**config.mk**
```make
export PLATFORM = sky130hd
export DESIGN_NAME = mem_port_arbiter
export DESIGN_NICKNAME = d
export VERILOG_FILES = /design/src/rtl/mem_port_arbiter_pkg.sv /design/src/rtl/mem_port_arbiter.sv
export SDC_FILE = /design/constraint.sdc
export NUM_CORES = 1
export LEC_CHECK = 0
export ABC_AREA = 0
export BUFFER_PORTS_ARGS = -buffer_cell sky130_fd_sc_hd__buf_4
export CAP_MARGIN = 20
export CORE_MARGIN = 5
export CORE_UTILIZATION = 41
export DETAILED_ROUTE_END_ITERATION = 7
export HOLD_SLACK_MARGIN = 0.08
export PLACE_DENSITY = 0.75
export SLEW_MARGIN = 30
export SYNTH_ARGS = -nofsm -noshare
export SYNTH_HDL_FRONTEND = slang
export SYNTH_SLANG_ARGS = --single-unit
export TNS_END_PERCENT = 20
```
**constraint.sdc**
```tcl
create_clock -name clk -period 1.6 [get_ports clk]
set_input_delay 0.16 -clock clk [delete_from_list [all_inputs] [get_ports clk]]
set_output_delay 0.16 -clock clk [all_outputs]
set_load 0.02 [all_outputs]
```
**src/rtl/mem_port_arbiter_pkg.sv**
```systemverilog
// -----------------------------------------------------------------------------
// mem_port_arbiter_pkg
// Shared definitions for the unified-memory port arbiter and the pipeline
// decode logic that feeds it.
//   - arb_state_t : arbiter FSM state encoding
//   - OPC_*       : base-ISA major opcodes used by the decoder
//   - is_mem_op() : true for opcodes that issue a data-port request
// -----------------------------------------------------------------------------
package mem_port_arbiter_pkg;

    // Arbiter FSM states
    typedef enum logic [1:0] {
        ARB_IDLE  = 2'd0,
        ARB_IBUSY = 2'd1,
        ARB_DBUSY = 2'd2
    } arb_state_t;

    // Decoder major opcodes
    localparam logic [6:0] OPC_LOAD   = 7'b0000011;
    localparam logic [6:0] OPC_STORE  = 7'b0100011;
    localparam logic [6:0] OPC_OP_IMM = 7'b0010011;
    localparam logic [6:0] OPC_OP     = 7'b0110011;
    localparam logic [6:0] OPC_BRANCH = 7'b1100011;
    localparam logic [6:0] OPC_JAL    = 7'b1101111;

    // Loads and stores are the only instructions that use the data port
    function automatic logic is_mem_op(input logic [6:0] opcode);
        return (opcode == OPC_LOAD) || (opcode == OPC_STORE);
    endfunction

endpackage

```
**src/rtl/mem_port_arbiter.sv**
```systemverilog
// -----------------------------------------------------------------------------
// mem_port_arbiter
// Shares one single-ported memory between instruction fetch (i_*) and data
// access (d_*). Data has fixed priority over fetch. Each transaction runs
// through IDLE -> IBUSY/DBUSY -> IDLE with a req/ready handshake to memory;
// the winner receives its read data with a one-cycle ack afterwards.
//
// Ports:
//   clk, reset            clock, synchronous active-high reset
//   i_req/i_addr/i_kill   fetch request, address, branch-redirect cancel
//   i_ack/i_rdata         fetch completion pulse and instruction word
//   d_req/d_addr/d_wen/   data request, address, store enable, store data
//   d_wdata
//   d_ack/d_rdata         data completion pulse and load data
//   mem_req/mem_addr/     memory request (held until mem_ready), address,
//   mem_wen/mem_wdata     write enable, write data
//   mem_ready/mem_rdata   memory completion and read data
//   err                   sticky timeout flag
//
// Optional build macro ARB_TIMEOUT_EN: adds a BUSY watchdog of TIMEOUT cycles.
// When it expires the transaction is abandoned, err is set (sticky until
// reset) and the requester is acked with zero data. Without the macro err is
// tied low and the FSM waits for mem_ready indefinitely.
// -----------------------------------------------------------------------------
module mem_port_arbiter
    import mem_port_arbiter_pkg::*;
#(
    parameter int XLEN   = 32,
    parameter int ADDR_W = 32
`ifdef ARB_TIMEOUT_EN
    ,
    parameter int TIMEOUT = 255
`endif
) (
    input  logic              clk,
    input  logic              reset,
    // fetch port
    input  logic              i_req,
    input  logic [ADDR_W-1:0] i_addr,
    input  logic              i_kill,
    output logic              i_ack,
    output logic [XLEN-1:0]   i_rdata,
    // data port
    input  logic              d_req,
    input  logic [ADDR_W-1:0] d_addr,
    input  logic              d_wen,
    input  logic [XLEN-1:0]   d_wdata,
    output logic              d_ack,
    output logic [XLEN-1:0]   d_rdata,
    // memory port
    output logic              mem_req,
    output logic [ADDR_W-1:0] mem_addr,
    output logic              mem_wen,
    output logic [XLEN-1:0]   mem_wdata,
    input  logic              mem_ready,
    input  logic [XLEN-1:0]   mem_rdata,
    // status
    output logic              err
);

    arb_state_t state_r;
    // Remembers an i_kill seen earlier in the current fetch transaction
    logic       kill_r;
    // Watchdog expiry in the current BUSY cycle
    logic       timeout_s;
    // Requester eligibility: the own-ack term masks the cycle in which the
    // requester still holds req while it sees its ack
    logic       d_elig_s;
    logic       i_elig_s;

    assign d_elig_s = d_req && !d_ack;
    assign i_elig_s = i_req && !i_ack && !i_kill;

`ifdef ARB_TIMEOUT_EN
    localparam int CNT_W = (TIMEOUT > 255) ? $clog2(TIMEOUT + 1) : 8;

    logic [CNT_W-1:0] cnt_r;
    logic             err_r;

    // Watchdog counter: zero while idle, counts BUSY cycles without mem_ready
    always_ff @(posedge clk) begin
        if (reset) begin
            cnt_r <= {CNT_W{1'b0}};
        end else if (state_r == ARB_IDLE) begin
            cnt_r <= {CNT_W{1'b0}};
        end else if (!mem_ready) begin
            cnt_r <= cnt_r + {{(CNT_W-1){1'b0}}, 1'b1};
        end else begin
            cnt_r <= cnt_r;
        end
    end

    // The cycle that would make the count reach TIMEOUT is the expiry cycle
    assign timeout_s = (state_r != ARB_IDLE) && !mem_ready &&
                       (cnt_r == CNT_W'(TIMEOUT - 1));

    // Sticky error flag, cleared only by reset
    always_ff @(posedge clk) begin
        if (reset) begin
            err_r <= 1'b0;
        end else if (timeout_s) begin
            err_r <= 1'b1;
        end else begin
            err_r <= err_r;
        end
    end

    assign err = err_r;
`else
    assign timeout_s = 1'b0;
    assign err       = 1'b0;
`endif

    // Arbitration FSM with registered memory-side and requester-side outputs
    always_ff @(posedge clk) begin
        if (reset) begin
            state_r   <= ARB_IDLE;
            kill_r    <= 1'b0;
            mem_req   <= 1'b0;
            mem_wen   <= 1'b0;
            mem_addr  <= {ADDR_W{1'b0}};
            mem_wdata <= {XLEN{1'b0}};
            i_ack     <= 1'b0;
            d_ack     <= 1'b0;
            i_rdata   <= {XLEN{1'b0}};
            d_rdata   <= {XLEN{1'b0}};
        end else begin
            // acks are single-cycle pulses
            i_ack <= 1'b0;
            d_ack <= 1'b0;
            case (state_r)
                ARB_IDLE: begin
                    if (d_elig_s) begin
                        state_r   <= ARB_DBUSY;
                        mem_req   <= 1'b1;
                        mem_addr  <= d_addr;
                        mem_wen   <= d_wen;
                        mem_wdata <= d_wdata;
                    end else if (i_elig_s) begin
                        state_r  <= ARB_IBUSY;
                        kill_r   <= 1'b0;
                        mem_req  <= 1'b1;
                        mem_addr <= i_addr;
                        mem_wen  <= 1'b0;
                    end else begin
                        state_r <= ARB_IDLE;
                    end
                end
                ARB_IBUSY: begin
                    if (mem_ready || timeout_s) begin
                        state_r <= ARB_IDLE;
                        mem_req <= 1'b0;
                        mem_wen <= 1'b0;
                        // a killed fetch still finishes on memory but is
                        // dropped silently towards the pipeline
                        if (!(kill_r || i_kill)) begin
                            i_ack   <= 1'b1;
                            i_rdata <= mem_ready ? mem_rdata : {XLEN{1'b0}};
                        end else begin
                            i_ack <= 1'b0;
                        end
                    end else begin
                        kill_r <= kill_r || i_kill;
                    end
                end
                ARB_DBUSY: begin
                    if (mem_ready || timeout_s) begin
                        state_r <= ARB_IDLE;
                        mem_req <= 1'b0;
                        mem_wen <= 1'b0;
                        d_ack   <= 1'b1;
                        d_rdata <= mem_ready ? mem_rdata : {XLEN{1'b0}};
                    end else begin
                        state_r <= ARB_DBUSY;
                    end
                end
                default: begin
                    state_r <= ARB_IDLE;
                    mem_req <= 1'b0;
                    mem_wen <= 1'b0;
                end
            endcase
        end
    end

endmodule
```
# Word level (Yosys, flattened, before mapping)
# Cells that the tools add are included.
# Widths: inputs -> output; s select.
# totals
ff_bits	135
input_bits	135
out_inout_bits	133
# classes
eq_ne	8
muxes	19
n_bitwise	4
reduce_logical	19
# ops
operator	n
$mux 32	2
$mux 1	10
$ne 2x2->1 const B	4
$reduce_and 2->1	4
$mux 2	3
$pmux 1 s2	3
$pmux 2 s3	1
$not 1->1	4
$reduce_and 4->1	1
$reduce_bool 2->1	2
$reduce_or 2->1	2
$logic_and 1x1->1	3
$logic_not 1->1	3
$ne 3x3->1 const B	1
$reduce_and 3->1	1
$reduce_or 3->1	1
$eq 2x1->1 const B	1
$eq 2x2->1 const B	1
$logic_not 2->1	1
$ne 2x1->1 const B	1
$logic_or 1x1->1	1

# Logic depth before layout (Yosys ltp)
# Gate-level depths: netlist of run 1.
# depth
word_depth	6
depth_mapped	8
ltp_nobuf	5

# Worst setup path after synthesis of run 1
# No wires, ideal clock.
# synth_path
kind	register to register
startpoint	reg state_r[1]
endpoint	reg mem_wdata[10]
t_arrival_ns	1.535
setup_slack_ns	-0.068
path_stages_with_launch	9
path_buffers	3
synth_period_minus_slack_ns	1.668
cell_sequence	dfxtp_1 -> inv_1 -> ha_1 -> clkbuf_1 -> buf_4 -> nand3b_1 -> buf_2 -> nand2_1 -> a21oi_1
# synth_between
elab_chain_cells	2
# synth_lines
item	line	text
start: declaration	mem_port_arbiter.sv:61	arb_state_t state_r;
start signal: assignment	mem_port_arbiter.sv:117	state_r <= ARB_IDLE;
start signal: assignment	mem_port_arbiter.sv:134	state_r <= ARB_DBUSY;
start signal: assignment	mem_port_arbiter.sv:140	state_r <= ARB_IBUSY;
$logic_not 2->1	mem_port_arbiter.sv:131	case (state_r)
$reduce_and 2->1 (no line)	--	
end signal: assignment	mem_port_arbiter.sv:122	mem_wdata <= {XLEN{1'b0}};
end signal: assignment	mem_port_arbiter.sv:138	mem_wdata <= d_wdata;
end: declaration	mem_port_arbiter.sv:54	output logic [XLEN-1:0] mem_wdata,
# Every way passes these cells.
# A chain may end at the register's enable or synchronous reset.

# Final worst setup path of run 1
# layout_path
startpoint	in i_kill
endpoint	reg state_r[0]
# layout_between
elab_chain_cells	5
# layout_lines
item	line	text
start: declaration	mem_port_arbiter.sv:40	input logic i_kill,
$logic_not 1->1	mem_port_arbiter.sv:72	assign i_elig_s = i_req && !i_ack && !i_kill;
$logic_and 1x1->1	mem_port_arbiter.sv:72	
$mux 1	mem_port_arbiter.sv:139	end else if (i_elig_s) begin
$mux 2	mem_port_arbiter.sv:133	if (d_elig_s) begin
$pmux 2 s3	mem_port_arbiter.sv:131	
end signal: assignment	mem_port_arbiter.sv:134	
end signal: assignment	mem_port_arbiter.sv:140	
end signal: assignment	mem_port_arbiter.sv:146	state_r <= ARB_IDLE;
# Every way passes these cells.

==> impl_metrics.toml, run 1 <==
[power_and_ir_drop]
seq_power_share_pct = 39.2
vdd_drop_max_uv = 585
internal_power_w = 0.00693
total_power_w = 0.00940
power_density_nw_per_um2 = 1040
p_comb_share_pct = 19.5
leakagePower_nw = 3.80
netSwitchingFraction_pct = 26.3
p_sw_w = 0.00247
power_frac_clock_pct = 41.3

[critical_path]
required_ns = 1.95
path_buf_inv = 2
crit_path_end_kind = "flip-flop"
crit_path_cell_trace = "dlygate4sd3_1 -> buf_4 -> or3b_4 -> or4_1 -> a21oi_1"
slowest_delay_ns = 0.54
cp.arrival_ns = 1.91
cp_slowest_cell = "dlygate4sd3_1"
crit_type = "in -> reg"
cp_top_family = "simple AND/OR/NAND/NOR gates"
startpoint_type = "primary input"
cp_max_fo = 6

[sta]
fin_crit_ns = 1.56
min_period_over_period_pct = 97.4
skew_ns = 0.0117
slew_viol_final = 0
setup_tns_ns = 0
fmax_mhz = 642
hold_viol_final = 0
setup_slack_ns = 0.0423
rsz0062_at_grt = "no"
setup_violations = 0

[route]
drtIter0Drc = 383
vias_per_cell = 5.20
drt-total-wl_um = 19600
antenna_left = 0
vias = 6180
routedWlPerCell_um = 16.5
drcViolationCount = 0
drtPass1Iterations = 5

[die]
die-area_sq_um = 15600
die_height_um = 125
rows = 42
core_sq_um = 13100
ios = 268
initial_core_util_pct = 41.5
die_w_um = 125

[logic_synthesis]
ys_types = 34
yosysWarnings = 0
syn-num-nets = 830
synthMuxAreaShare_pct = 0
ys_async_sr_fraction_pct = 0
yosys-top-cells-area = "dfxtp_1, nand2_1, a21oi_1"
synthTopCellsByCount = "nand2_1, dfxtp_1, a21oi_1, nor4_1, clkbuf_1"
synth_edf_count = 0
yosys.area_share.simple_pct = 30.1
synth_top_area_share_pct = 49.8
ys_seq_elements = 135
yosysMostFrequentCell = "nand2_1"
synth_xor_xnor_area_share_pct = 0
yosysSeqAreaShare_pct = 49.8
syn-cell-area_sq_um = 5430
synthAdderAreaFrac_pct = 0.922
synth_compound_area_share_pct = 13.9
yosysTopAreaCell = "dfxtp_1"
ys.flop_type = "dfxtp_1"
synth_top_family_by_area = "simple AND/OR/NAND/NOR gates"
syn_inst = 691
synth_area_per_cell_sq_um = 7.85

[global_route]
track_usage_pct = 24.3
grt_pass1_vias = 6140
grt_max_degree = 80
grt_overflow = 0
grt_pass1_wl_um = 31400
antenna_found_initial = 0

[cts]
insertion_delay_ns = 0.42
clkTransAtPathRegs_ns = 0.05
clk_path_buf_depth = 2
tritoncts = "built"
cts_buffers = 17
root_buffer = "clkbuf_16"
cts_sinks = 135
cts.htree.levels = 4

[layout]
drive_gt1_share_pct = 32.6
nFillCells = 997
fin_nets = 1139
fin_util_pct = 69.2
syn2layout_area_growth_pct = 66.9
antenna_cells = 0

[min_path]
hold_path_class = "in -> reg"

[job]
drv_cap = 0

[place]
dp_hpwl_um = 12400
gp_routability_congestion = 0.793
io_buffers = 266
place_ws_ns = 0.0535

[outcome]
status = "complete, no violations"
==> worst register-to-register path, delay by kind of cell (launching register included) <==
| kind | cells | cell delay (ns) |
|---|---|---|
| simple gates | 1 | 0.54 |
| compound gates | 1 | 0.13 |
| buf+inv | 2 | 0.25 |
| fa+ha+maj | 1 | 0.20 |
| flops | 1 | 0.31 |
==> power groups by stage <==
stage	clock network [W]	registers [W]	logic (W)
2_1_floorplan	0	0.00397	0.000619
3_3_place_gp	0	0.00374	0.00164
3_5_place_dp	0	0.00375	0.00165
4_1_cts	0.00396	0.00368	0.00179
5_1_grt	0.00410	0.00371	0.00197
6_report	0.00389	0.00369	0.00183
==> cell type report <==
class	count	area, sq um	share of cell area [%]
sequential	135	2700	29.8
multi-input combinational	486	2510	27.7
tap	176	220	2.43
clock inverter	7	121	1.34
timing repair buffer	357	3020	33.4
inverter	3	15.0	0.166
clock buffer	24	462	5.10
==> path summary, 6_finish.rpt <==
| path | cells past startpoint | start | slack [ns] | end |
|---|---|---|---|---|
| hold reg to reg | 2 | mem_wdata[0] | 0.45 | mem_wdata[0] |
| hold / removal | 2 | reset | 0.13 | d_ack |
| setup reg to reg | 5 | state_r[0] | 0.11 | state_r[0] |
| setup / recovery | 5 | i_kill | 0.04 | state_r[0] |
==> routing by layer <==
layer	part of all wire, %	global-route usage [%]	vias up	wire length [um]
met5	0	0	-	0
met4	4.2	12.7	0	813
met3	6.7	7.04	59	1320
met2	50	41.1	246	9780
met1	39	27.9	2870	7640
li1	-	-	3005	-
==> cells by family after synthesis <==
logic type / after synthesis
buf+inv: 70
simple gates: 342
other cells: 1
flops: 135
compound gates: 139
fa+ha+maj: 4
==> registers in the layout, summed over array words and instances, names as in the netlist <==
name       cells
kill_r         1
mem_wen        1
state_r        2
i_rdata       32
mem_wdata     32
d_ack          1
mem_addr      32
i_ack          1
d_rdata       32
mem_req        1
==> metrics by stage <==
stage / hold slack, ns / cell area (sq um) / cells
2_1_floorplan: 0.236 / 5430 / 691
3_3_place_gp: 0.382 / 7740 / 1090
3_5_place_dp: 0.387 / 7740 / 1090
4_1_cts: 0.109 / 8990 / 1188
5_1_grt: 0.138 / 9060 / 1188
6_report: 0.125 / 9060 / 1188
==> cells in the final DEF (no fill, tap or decap), drive strengths merged, types with 2 or more instances in the layout <==
cell type,synthesis,routed
a21oi,100,100
buf,15,290
bufinv,0,3
clkbuf,52,24
clkinvlp,0,4
dfxtp,135,135
dlygate4sd3,0,67
ha,4,4
inv,2,2
nand2,195,195
nand2b,36,36
nor2b,3,3
nor3,33,33
nor4,64,64
o22ai,32,32
==> what timing repair did <==
item                                   CTS  global route
hold buffers                            67             0
setup endpoints to repair                0            24
buffers inserted                         0             0
endpoints found under the hold margin   98             0
resized for setup                        0            12
Note: power is estimated with default switching activity, not from simulation.
==> inputs of run 2 (changes only) <==
--- a/constraint.sdc
+++ b/constraint.sdc
@@ -3,2 +3,2 @@
 set_output_delay 0.16 -clock clk [all_outputs]
-set_load 0.02 [all_outputs]
+set_load 0.1 [all_outputs]
==> run 2 against run 1 <==
Critical path type is now reg -> reg. Sequential power barely moved. Register-to-register slack got worse by 0.04 ns. Routed wire length fell by 0.96%. Power rose by 15%. Global-route usage fell by 0.44 points.
==> impl_metrics.toml, run 2 (synthesis results as in run 1) <==
[die]
die_w_um = 125
die-area_sq_um = 15600
core_sq_um = 13100
initial_core_util_pct = 41.5
rows = 42
ios = 268
die_height_um = 125

[route]
drtIter0Drc = 381
drcViolationCount = 0
antenna_left = 0
drt-total-wl_um = 19400
vias = 6118
drtPass1Iterations = 5
vias_per_cell = 5.16
routedWlPerCell_um = 16.3

[place]
gp_routability_congestion = 0.855
dp_hpwl_um = 12200
io_buffers = 266

[cts]
post_cts_buffers = 0
cts_buffers = 17
tritoncts = "built"
clkTransAtPathRegs_ns = 0.06
cts.htree.levels = 4
insertion_delay_ns = 0.42
cts_sinks = 135
root_buffer = "clkbuf_16"
clk_path_buf_depth = 2

[sta]
slew_viol_final = 0
min_period_over_period_pct = 95.9
fin_crit_ns = 1.53
setup_tns_ns = 0
skew_ns = 0.00802
fmax_mhz = 652
setup_violations = 0
rsz0062_at_grt = "yes"
hold_viol_final = 0

[layout]
final_common_cell = "buf_4"
syn2layout_area_growth_pct = 67.4
fin_nets = 1137
multiInputGateArea_sq_um = 2500
register_area_sq_um = 2710
drive_gt1_share_pct = 32.7
layout_common_cells = "buf_4, nand2_1, dfxtp_1"
nFillCells = 990

[global_route]
grt_pass1_vias = 5881
grt_overflow = 0
grt_max_degree = 65
track_usage_pct = 23.9
grt_pass1_wl_um = 30500
antenna_found_initial = 0

[critical_path]
required_ns = 1.94
crit_path_cell_trace = "or3b_4 -> buf_4 -> or4_1 -> a21oi_1"
cp_max_fo = 4
slowest_delay_ns = 0.42
crit_path_end_kind = "flip-flop"
startpoint_type = "flip-flop"
crit_type = "reg -> reg"
cp.arrival_ns = 1.88
cp_slowest_cell = "or3b_4"

[job]
drv_cap = 0

[power_and_ir_drop]
power_density_nw_per_um2 = 1190
total_power_w = 0.0108
leakagePower_nw = 3.83
vdd_drop_max_uv = 938

[outcome]
status = "complete, no violations"

[min_path]
hold_path_class = "in -> reg"
run 2: changes by cell type in the layout (fill, tap and decap cells not counted), moves of 2 or more:
cell / before / now
clkinv_2: 0 / 2
dfxtp_4: 0 / 2
buf_4: 276 / 274
dfxtp_1: 135 / 133
clkinvlp_4: 4 / 2
clkbuf_1: 6 / 1
run 2: critical path, delay by kind of cell, from the launching register on:
| family | cells | cell delay [ns] |
|---|---|---|
| AND/OR/NAND/NOR | 2 | 0.82 |
| flip-flops | 1 | 0.34 |
| buffers and inverters | 1 | 0.16 |
| AO/OA/AOI/OAI | 1 | 0.14 |
run 2: what timing repair did:
item	4_1_cts	5_1_grt
endpoints found under the setup margin	1	24
cloned	0	0
resized for setup	1	8
endpoints found under the hold margin	98	0
pin swaps	0	0
hold buffers	67	0
run 2: final timing paths:
kind / cells after the start / startpoint / endpoint / slack (ns)
worst min-delay path: 3 / i_addr[7] / mem_addr[7] / 0.14
worst max register to register: 4 / i_ack / state_r[0] / 0.07
worst min register to register: 2 / mem_wdata[13] / mem_wdata[13] / 0.45
worst max-delay path: 4 / i_ack / state_r[0] / 0.07
run 2: area by class of cell:
type                    instances  share of cell area, %
inverters                       3                  0.124
diodes                          1                 0.0276
clock inverters                 8                   1.60
multi-input cells             486                   27.6
flip-flops and latches        135                   29.8
repair buffers                355                   33.1
well taps                     176                   2.42
clock buffers                  21                   5.30
run 2: metal layers:
metal	vias up	share of wire (%)	GRT usage, %
li1	3004	-	-
met1	2813	40	28.0
met2	249	50	39.6
met3	52	7.0	7.51
met4	0	3.7	11.5
met5	-	0	0
run 2: where the power goes:
part / internal (W) / switching (W) / total (W)
sequential: 0.00356 / 0.000127 / 0.00368
clock: 0.00275 / 0.00142 / 0.00417
combinational: 0.000884 / 0.00206 / 0.00295
total: 0.00719 / 0.00360 / 0.0108
run 2: metrics by stage:
step                setup slack (ns)  hold WS, ns  utilization [%]  instances  cell area [sq um]
floorplan                    -0.0207        0.226                -        691               5440
detailed placement          -0.00347        0.379             59.1       1088               7730
finish                        0.0660        0.139             69.4       1185               9080
CTS                           0.0232        0.129             69.1       1184               9040
global route                 -0.0381        0.134             69.4       1184               9080
global placement              0.0820        0.377             59.1       1088               7730
==> inputs of run 3 (changes only) <==
CORE_UTILIZATION = 25   (was 41)
PLACE_DENSITY = 0.5   (was 0.75)
==> run 3 against run 2 <==
Count of clock-buffer cells in the layout down 1. Combinational power about the same. Flip-flop and latch count unchanged. Setup slack worse by 0.029 ns. Utilization down 27 points. Critical path depth up 2. Power down 2.2%. First-iteration DRC count down 27%. Clock power down 6.7%. Register-to-register slack worse by 0.03 ns. Routed wire length up 8.0%. Die area up 58%. Critical endpoint is now mem_addr[6].
==> impl_metrics.toml, run 3 (synthesis results as in run 1) <==
[power_and_ir_drop]
leakagePower_nw = 3.82
p_sw_w = 0.00377
p_comb_share_pct = 28.2
power_frac_clock_pct = 36.9
netSwitchingFraction_pct = 35.7
seq_power_share_pct = 34.9
internal_power_w = 0.00679
vdd_drop_max_uv = 632
power_density_nw_per_um2 = 1150

[layout]
final_common_cell = "buf_4"
fin_nets = 1139
syn2layout_area_growth_pct = 69.3
drive_gt1_share_pct = 33.0
instances_no_fill = 1292
layout_common_cells = "buf_4, nand2_1, dfxtp_1"
design_area_sq_um = 9190
antenna_cells = 0

[place]
gp_routability_congestion = 0.781
place_ws_ns = -0.0277
dp_hpwl_um = 14100
io_buffers = 266
dp_cells = 1193
place_area_sq_um = 7860

[critical_path]
slowest_delay_ns = 0.36
crit_path_end_kind = "flip-flop"
required_ns = 1.90
cp_slowest_cell = "nor4_1"
crit_path_cell_trace = "inv_1 -> ha_4 -> clkinv_1 -> buf_12 -> nor4_1 -> nor4_1"
cp.arrival_ns = 1.86
crit_type = "reg -> reg"
cp_max_fo = 33
startpoint_type = "flip-flop"
crit_top_cell = "nor4_1"

[cts]
insertion_delay_ns = 0.42
cts_buffers = 17
clkTransAtPathRegs_ns = 0.06
root_buffer = "clkbuf_16"
clk_path_buf_depth = 2
cts.htree.levels = 4
cts_sinks = 135
tritoncts = "built"

[outcome]
status = "complete, no violations"

[sta]
setup_violations = 0
skew_ns = 0.0105
hold_viol_final = 0
whs_ns = 0.134
min_period_over_period_pct = 97.7
slew_viol_final = 0
setup_tns_ns = 0
setup_slack_ns = 0.0365
fin_crit_ns = 1.56
fmax_mhz = 640
rsz0062_at_grt = "yes"

[global_route]
track_usage_pct = 16.2
grt_pass1_wl_um = 32000
grt_pass1_vias = 5833
antenna_found_initial = 0
grt_max_degree = 65
grt_overflow = 0

[die]
ios = 268
die_height_um = 157
die_w_um = 157
initial_core_util_pct = 25.1
rows = 54
die-area_sq_um = 24800
core_sq_um = 21600

[route]
vias = 5966
antenna_left = 0
drtPass1Iterations = 4
vias_per_cell = 4.62
drcViolationCount = 0
routedWlPerCell_um = 16.2
drt-total-wl_um = 20900
drtIter0Drc = 278

[job]
drv_cap = 0

[min_path]
hold_path_class = "in -> reg"
-- run 3: cell types whose count changed in the layout (fill, tap and decap cells not counted), sizes merged --
| cell | change |
|---|---|
| clkinv | +3 |
| bufinv | -2 |
| inv | +2 |
| buf | +1 |
| bufbuf | +1 |
| clkbuf | -1 |
| diode | -1 |
-- run 3: critical path, delay by kind of cell, from the launching register on --
family | cells | cell delay, ns
buffers and inverters | 3 | 0.47
DFF | 1 | 0.30
adders and majority gates | 1 | 0.20
and+or+nand+nor | 2 | 0.46
-- run 3: power groups by stage --
stage	Clock [W]	Combinational, W	Sequential (W)
floorplan	0	0.000633	0.00508
global placement	0	0.00281	0.00375
detailed placement	0	0.00281	0.00375
CTS	0.00401	0.00298	0.00368
global route	0.00417	0.00312	0.00371
finish	0.00389	0.00298	0.00368
-- run 3: final timing paths --
| kind | start | end | slack [ns] | cells past startpoint |
|---|---|---|---|---|
| setup / recovery | state_r[0] | mem_addr[6] | 0.04 | 6 |
| setup reg to reg | state_r[0] | mem_addr[6] | 0.04 | 6 |
| hold reg to reg | mem_wdata[16] | mem_wdata[16] | 0.45 | 2 |
| hold / removal | reset | d_ack | 0.13 | 2 |
-- run 3: per-stage QoR --
step           util, %  total power [W]
2_1_floorplan        -          0.00572
3_3_place_gp      36.3          0.00656
3_5_place_dp      36.3          0.00656
4_1_cts           42.3           0.0107
5_1_grt           42.5           0.0110
6_report          42.5           0.0106
-- run 3: routing by layer --
layer	vias to the layer above	share of wire (%)	track usage (%)
met4	0	2.3	5.49
li1	3009	-	-
met3	26	6.4	4.43
met2	182	47	25.7
met5	-	0	0
met1	2749	44	21.3
-- run 3: timing repair --
item                                    4_1_cts  5_1_grt
cloned                                        1        0
setup buffers                                 0        0
pin swaps                                     1        0
gates resized for setup                       1        9
endpoints found under the setup margin       32       59
endpoints found under the hold margin        98        0
hold buffers                                 67        0
-- run 3: layout make-up --
class,instances,area (sq um)
flip-flops and latches,135,2710
clock buffers,20,447
clock inverters,11,125
fillers,2195,12400
multi-input cells,486,2510
well taps,280,350
inverters,3,11.3
repair buffers,357,3040
